**src/rtl/mux_n_pipe.sv**
```systemverilog
// mux_n_pipe: NUM_IN:1 selector of WIDTH-bit lines with a registered output
// stage, valid/ready handshake, flush, and sticky out-of-range select flag.
//
// Optional build macro: MUX_N_PIPE_SKID_EN
//   defined   -> in_ready is registered and a one-entry skid buffer holds
//                one extra transfer while the output is stalled (2 entries).
//   undefined -> in_ready = !out_valid || out_ready, single output register.
//
// Handshake: a transfer on either side happens on a rising edge where the
// producer's valid and the consumer's ready are both 1. valid must not
// depend on ready. While out_valid && !out_ready, out_data and out_valid
// are held unchanged. flush drops everything held and any same-cycle input.
module mux_n_pipe #(
  parameter int WIDTH  = 32,
  parameter int NUM_IN = 4,
  parameter int SEL_W  = $clog2(NUM_IN)
) (
  input  logic                    clk,
  input  logic                    rst,
  input  logic [NUM_IN*WIDTH-1:0] in_lines,
  input  logic [SEL_W-1:0]        in_sel,
  input  logic                    in_valid,
  output logic                    in_ready,
  input  logic                    flush,
  output logic [WIDTH-1:0]        out_data,
  output logic                    out_valid,
  input  logic                    out_ready,
  output logic                    sel_err
);

  logic [WIDTH-1:0] sel_val;
  logic             sel_bad;
  logic             accept;

  // Select the addressed line; an unmatched select yields zero and flags it.
  always_comb begin
    sel_val = '0;
    sel_bad = 1'b1;
    for (int k = 0; k < NUM_IN; k++) begin
      if (in_sel == SEL_W'(k)) begin
        sel_val = in_lines[k*WIDTH +: WIDTH];
        sel_bad = 1'b0;
      end
    end
  end

  // A transfer in the flush cycle is discarded, so it never counts as accepted.
  assign accept = in_valid && in_ready && !flush;

  // Sticky error: set by any accepted out-of-range select, cleared only by rst.
  always_ff @(posedge clk) begin
    if (rst) begin
      sel_err <= 1'b0;
    end else if (accept && sel_bad) begin
      sel_err <= 1'b1;
    end
  end

`ifdef MUX_N_PIPE_SKID_EN

  logic [WIDTH-1:0] skid_data;
  logic             skid_valid;
  logic             in_ready_r;

  // in_ready_r always equals !skid_valid; being a flop it breaks the
  // out_ready -> in_ready path.
  assign in_ready = in_ready_r;

  // Output register plus skid entry: the skid only fills while the output
  // is stalled, and is always drained into the output first so order holds.
  always_ff @(posedge clk) begin
    if (rst) begin
      out_data   <= '0;
      out_valid  <= 1'b0;
      skid_data  <= '0;
      skid_valid <= 1'b0;
      in_ready_r <= 1'b1;
    end else if (flush) begin
      out_valid  <= 1'b0;
      skid_valid <= 1'b0;
      in_ready_r <= 1'b1;
    end else if (!out_valid || out_ready) begin
      if (skid_valid) begin
        // in_ready is low while the skid is full, so no accept can coincide.
        out_data   <= skid_data;
        out_valid  <= 1'b1;
        skid_valid <= 1'b0;
        in_ready_r <= 1'b1;
      end else if (accept) begin
        out_data  <= sel_val;
        out_valid <= 1'b1;
      end else begin
        out_valid <= 1'b0;
      end
    end else if (accept) begin
      skid_data  <= sel_val;
      skid_valid <= 1'b1;
      in_ready_r <= 1'b0;
    end
  end

`else

  // Ready whenever the output register is empty or being drained this cycle.
  assign in_ready = !out_valid || out_ready;

  // Single output register: load on accept, clear valid on drain, else hold.
  always_ff @(posedge clk) begin
    if (rst) begin
      out_data  <= '0;
      out_valid <= 1'b0;
    end else if (flush) begin
      out_valid <= 1'b0;
    end else if (accept) begin
      out_data  <= sel_val;
      out_valid <= 1'b1;
    end else if (out_ready) begin
      out_valid <= 1'b0;
    end
  end

`endif

endmodule

```
**config.mk**
```make
export PLATFORM = sky130hd
export DESIGN_NAME = mux_n_pipe
export DESIGN_NICKNAME = d
export VERILOG_FILES = /design/src/rtl/mux_n_pipe.sv
export SDC_FILE = /design/constraint.sdc
export NUM_CORES = 1
export LEC_CHECK = 0
export ABC_CLOCK_PERIOD_IN_PS = 1400
export CORE_MARGIN = 2
export CORE_UTILIZATION = 28
export CTS_BUF_LIST = sky130_fd_sc_hd__clkbuf_16
export DETAILED_ROUTE_END_ITERATION = 6
export PLACE_DENSITY = 0.82
export SYNTH_ARGS = -nofsm -noshare
export SYNTH_HDL_FRONTEND = slang
export SYNTH_SLANG_ARGS = --single-unit
```
**constraint.sdc**
```tcl
create_clock -name clk -period 1.4 [get_ports clk]
set_clock_uncertainty 0.15 [all_clocks]
set_input_delay 0.14 -clock clk [delete_from_list [all_inputs] [get_ports clk]]
set_output_delay 0.14 -clock clk [all_outputs]
set_load 0.03 [all_outputs]
```
Word level (Yosys, flattened, before mapping)
Cells that the tools add are included.
{ "word_totals": {"ff_bits": 34, "word_cells": 27, "input_bits": 135, "output_inout_bits": 35} }
{ "classes": {"reduce_logical": 10, "eq_ne": 3, "bitwise_logic": 1, "muxes": 10} }
{ "op_table": {"columns": ["op", "n"], "rows": [
  ["$mux 32", 4],
  ["$mux 1", 6],
  ["$eq 2x2->1 const B", 2],
  ["$logic_and 1x1->1", 3],
  ["$eq 2x1->1 const B", 1],
  ["$logic_not 1->1", 2],
  ["$logic_not 2->1", 1],
  ["$reduce_and 2->1", 1],
  ["$reduce_bool 2->1", 1],
  ["$reduce_or 2->1", 1],
  ["$logic_or 1x1->1", 1],
  ["$not 1->1", 1]
]} }

Logic depth before layout (Yosys ltp)
Gate-level depths: netlist (run 1).
{ "logic_depth": {"ltp_word": 6, "mapped_depth": 5, "depth_no_buf": 3} }

Least setup slack after synthesis (run 1)
Ideal clock, no wire load.
{ "synth_path": {"path_kind": "flip-flop to flip-flop", "start": "reg out_valid", "end": "reg out_data[0]", "arrival_time_ps": 1428, "n_path_buf": 2, "stages_incl_launch_ff": 6, "setup_ps": 117, "period_less_slack_ps": 1695, "t_required_ps": 1133, "path_slack_ps": -295, "path_cell_list": "dfxtp_1 > nand2b_2 > and3_1 > clkbuf_1 > clkbuf_1 > a22o_1"} }
{ "synth_between": {"elab_chain_cells": 5} }
{ "synth_rtl": {"columns": ["element", "line_no", "rtl"], "rows": [
  ["start, declared", "26", "output logic out_valid,"],
  ["start signal, assigned", "111", "out_valid <= 1'b0;"],
  ["start signal, assigned", "113", "out_valid <= 1'b0;"],
  ["start signal, assigned", "116", "out_valid <= 1'b1;"],
  ["$logic_not 1->1", "105", "assign in_ready = !out_valid || out_ready;"],
  ["$logic_or 1x1->1", "105", null],
  ["net in_ready", "23", "output logic in_ready,"],
  ["$logic_and 1x1->1 (2 in series)", "48", "assign accept = in_valid && in_ready && !flush;"],
  ["$reduce_and 2->1 (no source line)", null, null],
  ["end signal, assigned", "115", "out_data <= sel_val;"],
  ["end, declared", "25", "output logic [WIDTH-1:0] out_data,"]
]} }
The timed path passes the listed nets, and every way through them passes these cells.
A chain may end at the register's enable or synchronous reset.

Final worst setup path (run 1)
{ "layout_path": {"start": "reg out_data[0]", "end": "out out_data[0]"} }
No word-level cell between the ends.

==> summary.md, run 1 <==
| Metric | Value |
|---|---|
| Status | finished clean |
| Hpwl dp | 5.09 mm |
| N_diodes | 0 |
| Crit-path slowest cell | dlygate4sd2_1 |
| Worst Path Required | ~1100 ps |
| Row count | 29 |
| Final hold violation count | 0 |
| Slew @ Worst Pin | about 340 ps |
| Hold_sp | in_sel[0] |
| Die height | about 85 um |
| Final core occ | around three fifths |
| Via count | about 1.9k |
| Routed len/inst | 16.1 um |
| RSZ-0062 raised after global routing | false |
| Nets | ~430 |
| GR Overflow Total | 0 |
| Worst-Skew Late Latency | roughly 270 ps |
| CP peak stage delay | approximately 430 ps |
| Vias in the first global route | around 2.0k |
| Area Growth Syn to Fin | 108% |
| Total power | roughly 3 mW |
| Register area share after synthesis | a little under two fifths |
| First-pass detailed-route iteration total | 4 |
| Yosys reg bits | 34 |
| Finished layout cell area | between 3000 and 4000 sq um |
| LEAKAGE | 1.58 nW |
| Yosys cell types | 14 |
| H-tree levels | 2 |
| Post-CTS setup buffer count | 0 |
| # DRC | 0 |
| CP Launch Point | out_data[0] |
| Post-Syn Instances | 120 |
| Syn Area/Cell | between 15 and 20 sq um |
| Synthesized net count | roughly 260 |
| Fin crit share | 95.3% |
| CP Capture Type | output port |
| Chip width | between 80 and 90 um |
| Buffers plus inverters on the worst setup path | 1 |
| Pwr Density | between 700 and 800 nW/um^2 |
| CP Data Arrival Time | 1040 ps |
| Die Area | roughly 7000 sq um |
| VDD IR max | 0.000799 V |
| IO buf count | 169 |
| I/O pin total | 170 |
| Num CTS Buffers | 5 |
| 1st-iter DRT viols | 27 |
| Slew Viols, Final | 0 |
| Endpoints failing setup | 0 |
| Initial core utilization | between 20 and 30% |
| Layout Cells excl Fill | ~370 |
| Share of layout cells above drive strength 1 | between 15 and 20% |
| Worst R2R Start | out_valid |
| GPL Wtd Cong | between 0.7 and 0.8 |
| Max FO, Critical Path | 2 |
| Initial antenna violation count | 0 |
| Largest delay share family, worst path | buffers and inverters |
| Pin count of the biggest net entering global routing | 19 |
| Tmin final | 1330 ps |
| Worst setup SP type | flip-flop |
| Max-Cap Viols | 0 |
| Headroom to the max-slew limit | 77.2% |
| Setup WS pre-CTS | -319 ps |
| Vias/cell | around 5.0 |
| Min-Delay Path Class | in -> reg |
| Clk sinks | 34 |
| Max clock buf depth | 2 |
| Clk root buf | clkbuf_16 |
| Yosys warning total | 0 |
| CTS tree | done |
| CP Cell Sequence | dlygate4sd2_1 |
| First-pass GRT wire length | ~9.4 mm |
| Cells after DPL | roughly 360 |
| Clock Pin Slew Worst Setup and Hold Paths | roughly 50 ps |
| Placed Instance Area | around 3700 sq um |
| WL final | 5.99 mm |
| Max Fclk | roughly 0.75 GHz |
| Crit Path Category | reg -> out |
| DRT antenna net count | 0 |
| Hold Buf Count CTS | 0 |
| GRT Total Usage | approximately 17% |
| Core ar. | around 6300 sq um |
| Setup ws final | about 65 ps |
| Syn Std Cell Area | 1820 sq um |
[cell type report]
type	instances	area, sq um
Clock buffer	5	125
Clock inverter	3	12.5
Fill cell	533	2510
Inverter	2	7.51
Multi-Input combinational cell	70	1070
Sequential cell	34	684
Tap cell	77	96.3
Timing Repair Buffer	180	1810
[synthesized netlist by cell type]
cell type	n	share of area, %
a21boi_0	1	0.41
a22o_1	32	15
a31oi_1	1	0.34
and3_1	1	0.34
buf_2	5	1.4
buf_6	4	2.5
clkbuf_1	5	1.0
dfxtp_1	34	37
inv_1	2	0.41
mux4_1	2	2.9
mux4_2	30	37
nand2b_2	1	0.48
nor2_1	1	0.21
nor2b_1	1	0.34
[layer usage]
metal,track usage (%),part of all wire (%)
met4,6.93,2.8
met2,28.8,50
met1,19.1,37
met3,4.62,10
met5,0,0
[flip-flops by register name, indices dropped and copies added, names as in the netlist]
signal     cells
out_data      32
sel_err        1
out_valid      1
[worst paths after layout]
path / to / slack, ps / depth (start not counted)
hold / removal: out_data[8] / 300 / 3
hold reg to reg: sel_err / 320 / 1
setup reg to reg: out_data[8] / 130 / 4
setup / recovery: out_data[0] / 70 / 1
[per-stage QoR]
stage	hold WS, ps	setup TNS [ps]
after global routing	304	0
after CTS	290	0
final	296	0
after floorplan	61.6	0
after global placement	305	-8400
after detailed placement	315	-9130
[power breakdown]
part	switching [mW]	total (mW)	internal (mW)
clock network	0.383	1.02	0.642
logic	0.310	0.914	0.604
registers	0.0295	1.05	1.02
total	0.722	2.99	2.27
[cell usage in the layout (no fill, tap or decap)]
master	n
a21boi_0	1
a22o_1	32
a31oi_4	1
and3_1	1
buf_12	7
buf_2	1
buf_4	6
clkbuf_16	5
clkdlybuf4s50_1	132
clkinv_1	1
clkinv_2	1
dfxtp_1	33
dfxtp_4	1
dlygate4sd2_1	34
inv_1	3
mux4_1	2
mux4_2	30
nand2b_4	1
nor2_1	1
nor2b_1	1
[kinds of logic after synthesis]
logic type             after synthesis  share of synthesized area, %
multiplexers                        32                          39.9
AO/OA/AOI/OAI                       34                          16.1
AND/OR/NAND/NOR                      4                          1.37
flip-flops                          34                          37.3
buffers and inverters               16                          5.28
[timing repair]
item	4_1_cts	5_1_grt
endpoints found under the setup margin	49	0
resized for setup	34	0
endpoints found under the hold margin	0	0
No activity file was read; power rests on OpenSTA's default activity.
==> inputs of run 2 (changes only) <==
- GPL_ROUTABILITY_DRIVEN: not set -> 0
==> results of run 2 <==
The final DEF is identical to that of run 1; final timing and power are the same.
